--- config.mk ---
export PLATFORM = sky130hd
export DESIGN_NAME = arbitro_botones
export DESIGN_NICKNAME = d
export VERILOG_FILES = /design/src/rtl/arbitro_botones.sv
export SDC_FILE = /design/constraint.sdc
export NUM_CORES = 1
export LEC_CHECK = 0
export ABC_AREA = 1
export BUFFER_PORTS_ARGS = -buffer_cell sky130_fd_sc_hd__buf_2
export CORE_ASPECT_RATIO = 1.5
export CORE_UTILIZATION = 50
export DETAILED_ROUTE_END_ITERATION = 8
export PLACE_DENSITY_LB_ADDON = 0.15
export SYNTH_ARGS = -nofsm -noshare
export SYNTH_HDL_FRONTEND = slang
export SYNTH_SLANG_ARGS = --single-unit
export TNS_END_PERCENT = 30
--- constraint.sdc ---
create_clock -name clk -period 3.3 [get_ports clk]
set_input_delay 0.33 -clock clk [delete_from_list [all_inputs] [get_ports clk]]
set_output_delay 0.33 -clock clk [all_outputs]
set_load 0.005 [all_outputs]
--- src/rtl/arbitro_botones.sv ---
// rtl/arbitro_botones.sv - debounced push-button front end with auto-repeat and round-robin event port
module arbitro_botones #(
    parameter int SAMPLE_DIV   = 1000,
    parameter int DB_LEN       = 4,
    parameter int HOLD_TICKS   = 500,
    parameter int REPEAT_TICKS = 100,
    parameter int N_BTN        = 4
) (
    input  logic             clk,
    input  logic             rst_n,
    input  logic [N_BTN-1:0] btn_in,
    input  logic             evt_ready,
    output logic             evt_valid,
    output logic [1:0]       evt_id,
    output logic             evt_repeat,
    output logic [N_BTN-1:0] btn_level
);

    localparam int ID_W = 2;
    localparam int TW   = (SAMPLE_DIV > 2) ? $clog2(SAMPLE_DIV) : 1;
    localparam int HW   = $clog2(HOLD_TICKS + 1);

    typedef enum logic {
        ST_IDLE  = 1'b0,
        ST_OFFER = 1'b1
    } state_t;

    logic [N_BTN-1:0]  sync1_q, sync2_q;
    logic [TW-1:0]     div_q, div_d;
    logic              tick;
    logic [DB_LEN-1:0] hist_q [N_BTN];
    logic [DB_LEN-1:0] hist_d [N_BTN];
    logic [HW-1:0]     hold_q [N_BTN];
    logic [HW-1:0]     hold_d [N_BTN];
    logic [HW-1:0]     hold_inc;
    logic [N_BTN-1:0]  level_q, level_d, level_prev_q;
    logic [N_BTN-1:0]  pend_q, pend_d, rep_q, rep_d;
    logic [N_BTN-1:0]  set_evt, set_rep, clr_evt;
    state_t            state_q, state_d;
    logic [ID_W-1:0]   ptr_q, ptr_d, id_q, id_d, cand, pick;
    logic              repeat_q, repeat_d, found;

    assign tick  = (div_q == TW'(SAMPLE_DIV - 1));
    assign div_d = tick ? '0 : div_q + 1'b1;

    // Debounce with hysteresis, press detection and hold/auto-repeat timing.
    always_comb begin
        hold_inc = '0;
        for (int i = 0; i < N_BTN; i++) begin
            hist_d[i]  = hist_q[i];
            level_d[i] = level_q[i];
            hold_d[i]  = hold_q[i];
            set_evt[i] = 1'b0;
            set_rep[i] = 1'b0;
            if (tick) begin
                hist_d[i] = {hist_q[i][DB_LEN-2:0], sync2_q[i]};
                if (&hist_d[i]) begin
                    level_d[i] = 1'b1;
                end else if (~|hist_d[i]) begin
                    level_d[i] = 1'b0;
                end
            end
            if (level_q[i] && !level_prev_q[i]) begin
                set_evt[i] = 1'b1;
                set_rep[i] = 1'b0;
                hold_d[i]  = '0;
            end else if (!level_q[i]) begin
                hold_d[i] = '0;
            end else if (tick) begin
                hold_inc = hold_q[i] + 1'b1;
                if (hold_inc == HW'(HOLD_TICKS)) begin
                    set_evt[i] = 1'b1;
                    set_rep[i] = 1'b1;
                    hold_d[i]  = HW'(HOLD_TICKS - REPEAT_TICKS);
                end else begin
                    hold_d[i] = hold_inc;
                end
            end
        end
    end

    // Round-robin search starting at ptr, then the two-state offer FSM.
    always_comb begin
        state_d  = state_q;
        ptr_d    = ptr_q;
        id_d     = id_q;
        repeat_d = repeat_q;
        clr_evt  = '0;
        found    = 1'b0;
        pick     = '0;
        cand     = '0;
        for (int k = 0; k < N_BTN; k++) begin
            cand = ptr_q + ID_W'(k);
            if (!found && pend_q[cand]) begin
                found = 1'b1;
                pick  = cand;
            end
        end
        case (state_q)
            ST_IDLE: begin
                if (found) begin
                    id_d          = pick;
                    repeat_d      = rep_q[pick];
                    clr_evt[pick] = 1'b1;
                    state_d       = ST_OFFER;
                end
            end
            ST_OFFER: begin
                if (evt_ready) begin
                    ptr_d   = id_q + 1'b1;
                    state_d = ST_IDLE;
                end
            end
            default: state_d = ST_IDLE;
        endcase
        // A set in the same cycle as the grant-clear keeps the bit pending.
        pend_d = (pend_q & ~clr_evt) | set_evt;
        rep_d  = (rep_q & ~set_evt) | (set_evt & set_rep);
    end

    always_ff @(posedge clk or negedge rst_n) begin
        if (!rst_n) begin
            sync1_q      <= '0;
            sync2_q      <= '0;
            div_q        <= '0;
            level_q      <= '0;
            level_prev_q <= '0;
            pend_q       <= '0;
            rep_q        <= '0;
            state_q      <= ST_IDLE;
            ptr_q        <= '0;
            id_q         <= '0;
            repeat_q     <= 1'b0;
            for (int i = 0; i < N_BTN; i++) begin
                hist_q[i] <= '0;
                hold_q[i] <= '0;
            end
        end else begin
            sync1_q      <= btn_in;
            sync2_q      <= sync1_q;
            div_q        <= div_d;
            level_q      <= level_d;
            level_prev_q <= level_q;
            pend_q       <= pend_d;
            rep_q        <= rep_d;
            state_q      <= state_d;
            ptr_q        <= ptr_d;
            id_q         <= id_d;
            repeat_q     <= repeat_d;
            for (int i = 0; i < N_BTN; i++) begin
                hist_q[i] <= hist_d[i];
                hold_q[i] <= hold_d[i];
            end
        end
    end

    assign evt_valid  = (state_q == ST_OFFER);
    assign evt_id     = id_q;
    assign evt_repeat = repeat_q;
    assign btn_level  = level_q;

endmodule
Word level (Yosys, flattened, before mapping)
Index checks and enable logic that the tools add are counted.
{"block": "op_classes", "n_mux": 70, "eq_ne": 13, "magnitude_cmp": 6, "add_sub_neg": 9, "n_reduce_logical": 29, "n_bitwise": 8}
{"operator": "2-to-1 mux 9 bit", "n": 16}
{"operator": "2-to-1 mux 1 bit", "n": 40}
{"operator": "adder 9 x 1 -> 9 bit, second input constant", "n": 4}
{"operator": "equality test 9 bit, second input constant", "n": 4}
{"operator": "AND reduction 4 bit", "n": 4}
{"operator": "OR reduction 4 bit", "n": 4}
{"operator": "< comparator 2 x 3 -> 1 bit, second input constant", "n": 5}
{"operator": "AND 4 bit", "n": 3}
{"operator": "!= test 3 x 2 -> 1 bit, second input constant", "n": 4}
{"operator": "AND reduction 2 bit", "n": 6}
{"operator": "adder 10 x 1 -> 10 bit, second input constant", "n": 1}
{"operator": "binary-select mux 1 bit (select 2 bit)", "n": 5}
{"operator": "equality test 10 bit, second input constant", "n": 1}
{"operator": "2-to-1 mux 10 bit", "n": 1}
{"operator": "logical AND 1 bit", "n": 8}
{"operator": "2-to-1 mux 2 bit", "n": 4}
{"operator": "2-to-1 mux 4 bit", "n": 2}
{"operator": "!= test 2 bit, second input constant", "n": 4}
{"operator": "inverter 4 bit", "n": 2}
{"operator": "OR 4 bit", "n": 2}
{"operator": "logical NOT 1 bit", "n": 7}
{"operator": "adder 2 x 1 -> 2 bit, second input constant", "n": 2}
{"operator": "adder 2 bit, second input constant", "n": 2}
{"operator": "demux 1 bit (select 2 bit)", "n": 1}
{"operator": "3 further kinds", "n": 3}
{"block": "word_totals", "input_bits": 7, "register_bits": 88, "wordCells": 157, "out_inout_bits": 8}

Longest topological paths before layout
{"block": "logic_depth", "word_depth": 21, "mapped_depth": 14, "mapped_depth_nobuf": 14}

Worst setup path after synthesis
No wires, ideal clock.
{"block": "synth_timing", "kind": "reg2reg", "startpoint": "reg hold_q[18] (netlist name)", "endpoint": "reg hold_q[23] (netlist name)", "path_stages_with_launch": 10, "required_ps": 3169, "arrival_ps": 1462, "setup_ps": 131, "synth_period_minus_slack_ps": 1592, "path_buffers": 0, "slack_ps": 1708, "path_cell_list": "dfrtp_1 ha_1 nand2_1 nor2_2 nand4_1 nor2_1 xor2_1 nand3_1 nand2_1 o22ai_1"}
{"block": "synth_via", "elab_chain_len": 6}
{"item": "from (decl)", "line_no": "33", "text": "logic [HW-1:0] hold_q [N_BTN];"}
{"item": "from (signal, indexed assignment)", "line_no": "152", "text": "hold_q[i] <= hold_d[i];"}
{"item": "adder 9 x 1 -> 9 bit (*)", "line_no": "70", "text": "hold_inc = hold_q[i] + 1'b1;"}
{"item": "equality test 9 bit", "line_no": "71", "text": "if (hold_inc == HW'(HOLD_TICKS)) begin"}
{"item": "2-to-1 mux 9 bit (*)", "line_no": "71"}
{"item": "2-to-1 mux 9 bit (*)", "line_no": "69", "text": "end else if (tick) begin"}
{"item": "2-to-1 mux 9 bit (*)", "line_no": "67", "text": "end else if (!level_q[i]) begin"}
{"item": "2-to-1 mux 9 bit (*)", "line_no": "63", "text": "if (level_q[i] && !level_prev_q[i]) begin"}
Mark *: on every way between the ends. The rest lies on a longest branch, timed or not. The select of a mux whose other input is x is not followed.
A chain may end at the register's enable or synchronous reset.

Worst setup path after layout
{"block": "layout_timing", "startpoint": "reg div_q[0]", "endpoint": "reg hold_q[29] (netlist name)"}
{"block": "layout_via", "elab_chain_len": 2}
{"item": "from (decl)", "line_no": "29", "text": "logic [TW-1:0] div_q, div_d;"}
{"item": "from (signal assigned)", "line_no": "141", "text": "div_q <= div_d;"}
{"item": "equality test 10 bit", "line_no": "43", "text": "assign tick = (div_q == TW'(SAMPLE_DIV - 1));"}
{"item": "!= test 3 x 2 -> 1 bit (no source line)"}
No other way between the ends.

==> metrics.md <==
| Metric | Value |
|---|---|
| Result of the run | `completed` |
| Clock tree sinks | `approximately 90` |
| Proportion of layout cells with a drive suffix above 1 | `13.35%` |
| Iteration-0 DRC Markers | `227` |
| Filler Cell Count | `782` |
| Overall global routing resource usage | `20.80%` |
| CP Cell Sequence | `ha_1 -> nand2_1 -> inv_1 -> nand3_1 -> inv_2 -> nand2_1 -> nor2_2 -> nand2_1 -> o22ai_1` |
| CP max FO | `17` |
| Number of violations of the max-capacitance limit | `0` |
| Die Y-Extent | `116.4 um` |
| Worst hold path class | `in -> reg` |
| DRC violation count after routing | `0` |
| Per-cell routed wire length | `~13 um` |
| Pre-antenna DRT Iters | `4` |
| CTS tree | `built` |
| Fin. Hold Viols | `0` |
| Worst Max-Slew Pin Slew | `0.5840 ns` |
| Power density relative to cell area | `roughly 560 mW/mm^2` |
| Cell repeated most along the worst path | `sky130_fd_sc_hd__nand2_1` |
| Placed insts | `~640` |
| Most common library cell in the layout ignoring fill and taps | `sky130_fd_sc_hd__nand2_1` |
| Syn Area/Cell | `about 8.4 sq um` |
| Detailed-route vias per instance | `~5.2` |
| Ys Warns | `0` |
| Latest clock arrival within the worst-skew pair | `about 0.34 ns` |
| Combined area of all synthesized cells | `between 0.004 and 0.005 sq mm` |
| Number of library cell types mapped by synthesis | `31` |
| Worst IR Drop VDD | `slightly below 0.3 mV` |
| GP Congestion | `a little under 0.8` |
| Worst Setup Start Kind | `flip-flop` |
| Crit path time final | `~2.1 ns` |
| # setup viols final | `0` |
| Number of global-route vias before repair | `3378` |
| Residual antenna-violating net count after detailed routing | `0` |
| Crit path buffers/inverters | `2` |
| Smallest setup slack after layout | `1.205 ns` |
| Worst Path Required | `3.56 ns` |
| Pins Over Slew Limit | `0` |
| Core box area | `between 0.008 and 0.009 sq mm` |
| Post-layout nets | `roughly 550` |
| Count of placed standard cells in the final layout, fillers left out | `about 650` |
| Pin count of the biggest net entering global routing | `between 40 and 50` |
| Category of cells accounting for the largest share of critical-path delay | `simple AND/OR/NAND/NOR gates` |
| Worst max-slew margin expressed relative to the limit | `60.96%` |
| Total vias in the final route | `3409` |
| Clock slew at reported path FFs | `about 0.060 ns` |
| Arrival @ worst endpoint | `about 2.4 ns` |
| TNS Setup | `0 ns` |
| Unrepaired setup endpoints after global routing | `false` |
| Post-synthesis instance total | `slightly above 500` |
| DP Worst Slack | `about 1.2 ns` |
| Static leakage power | `0.002282 uW` |
| Post-synth net total | `529` |
| Cell with the biggest individual delay on the critical path | `sky130_fd_sc_hd__nand3_1` |
| Most frequent cells in the layout | `110 x sky130_fd_sc_hd__nand2_1, 88 x sky130_fd_sc_hd__dfrtp_1, 75 x sky130_fd_sc_hd__inv_1` |
| Setup bufs post-CTS | `0` |
| DIE AREA | `0.009113 sq mm` |
| Clock Tree Buf Depth | `2` |
| Number of enable flip-flop cells after synthesis | `0` |
| Number of antenna diodes | `0` |
| Num CTS Buffers | `9` |
| Class of the most critical setup path | `reg -> reg` |
| Dpl hpwl | `approximately 6.2 mm` |
| Peak Freq | `~0.48 GHz` |
| Die boundary width | `roughly 78 um` |
| Final worst path period share | `63.50%` |
| Layout area overhead | `11.53%` |
| Buffers added on ports | `14` |
| Portion of the post-synthesis area used by sequential elements | `50.46%` |
| First-pass GRT wire length | `~15 mm` |
| Setup crit end kind | `flip-flop` |
| Cell at the root of the clock tree | `sky130_fd_sc_hd__clkbuf_16` |
| Number of flip-flops and latches in the synthesized netlist | `88` |
| CTS H-tree lvls | `3` |
| Number of antenna violations at the first check in global routing | `0` |
| Largest stage delay on the critical path | `0.43 ns` |
| Share of flip-flops with an asynchronous set or reset after synthesis | `100.0%` |
| Utilization of the core after routing | `57.50%` |
| Row count | `between 40 and 50` |
| Routed Wire Length | `roughly 8.5 mm` |
| Boundary Pins | `15` |
| Primary FF master, synth | `sky130_fd_sc_hd__dfrtp_1` |
| Initial standard-cell utilization of the core | `between 50% and 60%` |
| Overall overflow remaining after global route | `0` |
| Clock Skew | `roughly 0.006 ns` |
## worst reg2reg max path, delay by kind of cell (launching register included)
kind | cells | cell delay [ns]
AO/OA/AOI/OAI | 1 | 0.14
adder cells (fa/ha/maj) | 1 | 0.17
buffers and inverters | 2 | 0.44
flip-flops | 1 | 0.36
AND/OR/NAND/NOR | 5 | 0.91
## sequential cells by signal, indices dropped and copies added, names as in the netlist, 2 cells and up, named ones only
signal        flops
btn_level         4
div_q            10
evt_id            2
hist_q           12
hold_q           36
level_prev_q      4
pend_q            4
ptr_q             2
sync1_q           4
sync2_q           4
## Yosys cell counts (all sizes together) (11+ instances only)
master | count | area, sq um
a21oi | 11 | 55.05
dfrtp | 88 | 2202
inv | 84 | 315.3
nand2 | 125 | 521.8
nand3 | 38 | 210.2
nand4 | 14 | 87.58
nor2 | 44 | 190.2
nor3 | 12 | 90.09
o21ai | 32 | 160.1
o22ai | 22 | 137.6
xor2 | 17 | 148.9
## cell type report
| class | count | area, sq um | share of cell area [%] |
|---|---|---|---|
| sequential | 88 | 2202 | 45.24 |
| multi-input combinational | 340 | 1818 | 37.35 |
| inverter | 85 | 319.1 | 6.555 |
| clock buffer | 10 | 229.0 | 4.704 |
| tap | 107 | 133.9 | 2.751 |
| timing repair buffer | 18 | 105.1 | 2.159 |
| clock inverter | 6 | 60.06 | 1.234 |
## cell families (layout without fill, tap and decap cells)
group | Yosys count | in the layout | share of synthesized area [%]
buffers and inverters | 89 | 119 | 7.884
AO/OA/AOI/OAI | 71 | 71 | 9.232
adder cells (fa/ha/maj) | 5 | 5 | 1.433
flip-flops | 88 | 88 | 50.46
AND/OR/NAND/NOR | 242 | 242 | 26.58
XOR/XNOR | 22 | 22 | 4.415
## power by group
part / switching [uW] / internal (uW)
Combinational: 380 / 196
Sequential: 53.9 / 1120
Clock: 409 / 582
Total: 843 / 1900
## timing repair
action / in CTS / in global routing
endpoints found under the hold margin: 40 / 0
gates resized for setup: 0 / 0
hold buffers: 1 / 0
## metal layers
layer / part of all wire, % / up-vias / GRT usage [%] / wire length [um]
met5: 0 / - / 0 / 0
met4: 2.4 / 0 / 10.86 / 207
met3: 2.7 / 20 / 4.688 / 227
met2: 50 / 49 / 34.91 / 4224
met1: 45 / 1606 / 25.04 / 3832
li1: - / 1734 / - / -
## final timing paths
path                                 startpoint  cells past startpoint  slack, ns                     end
min reg2reg                sync1_q[0]$_DFF_PN0_                      0       0.35    sync2_q[0]$_DFF_PN0_
min                                   btn_in[0]                      1       0.09    sync1_q[0]$_DFF_PN0_
max                          div_q[0]$_DFF_PN0_                      9       1.20  hold_q[29]$_DFFE_PN0P_
max reg2reg                  div_q[0]$_DFF_PN0_                      9       1.20  hold_q[29]$_DFFE_PN0P_
max in group asynchronous                 rst_n                      3       2.06   hist_q[6]$_DFFE_PN0N_
min in group asynchronous                 rst_n                      2       0.52    ptr_q[1]$_DFFE_PN0P_
## per-stage QoR
stage,total power [uW],area [sq um],hold WS [ns]
floorplan,1644,4364,0.03441
global placement,1755,4568,0.3344
detailed placement,1770,4568,0.3364
CTS,2767,4867,0.08057
global route,2882,4867,0.07609
finish,2739,4867,0.09090
Note: power is estimated with default switching activity, not from simulation.
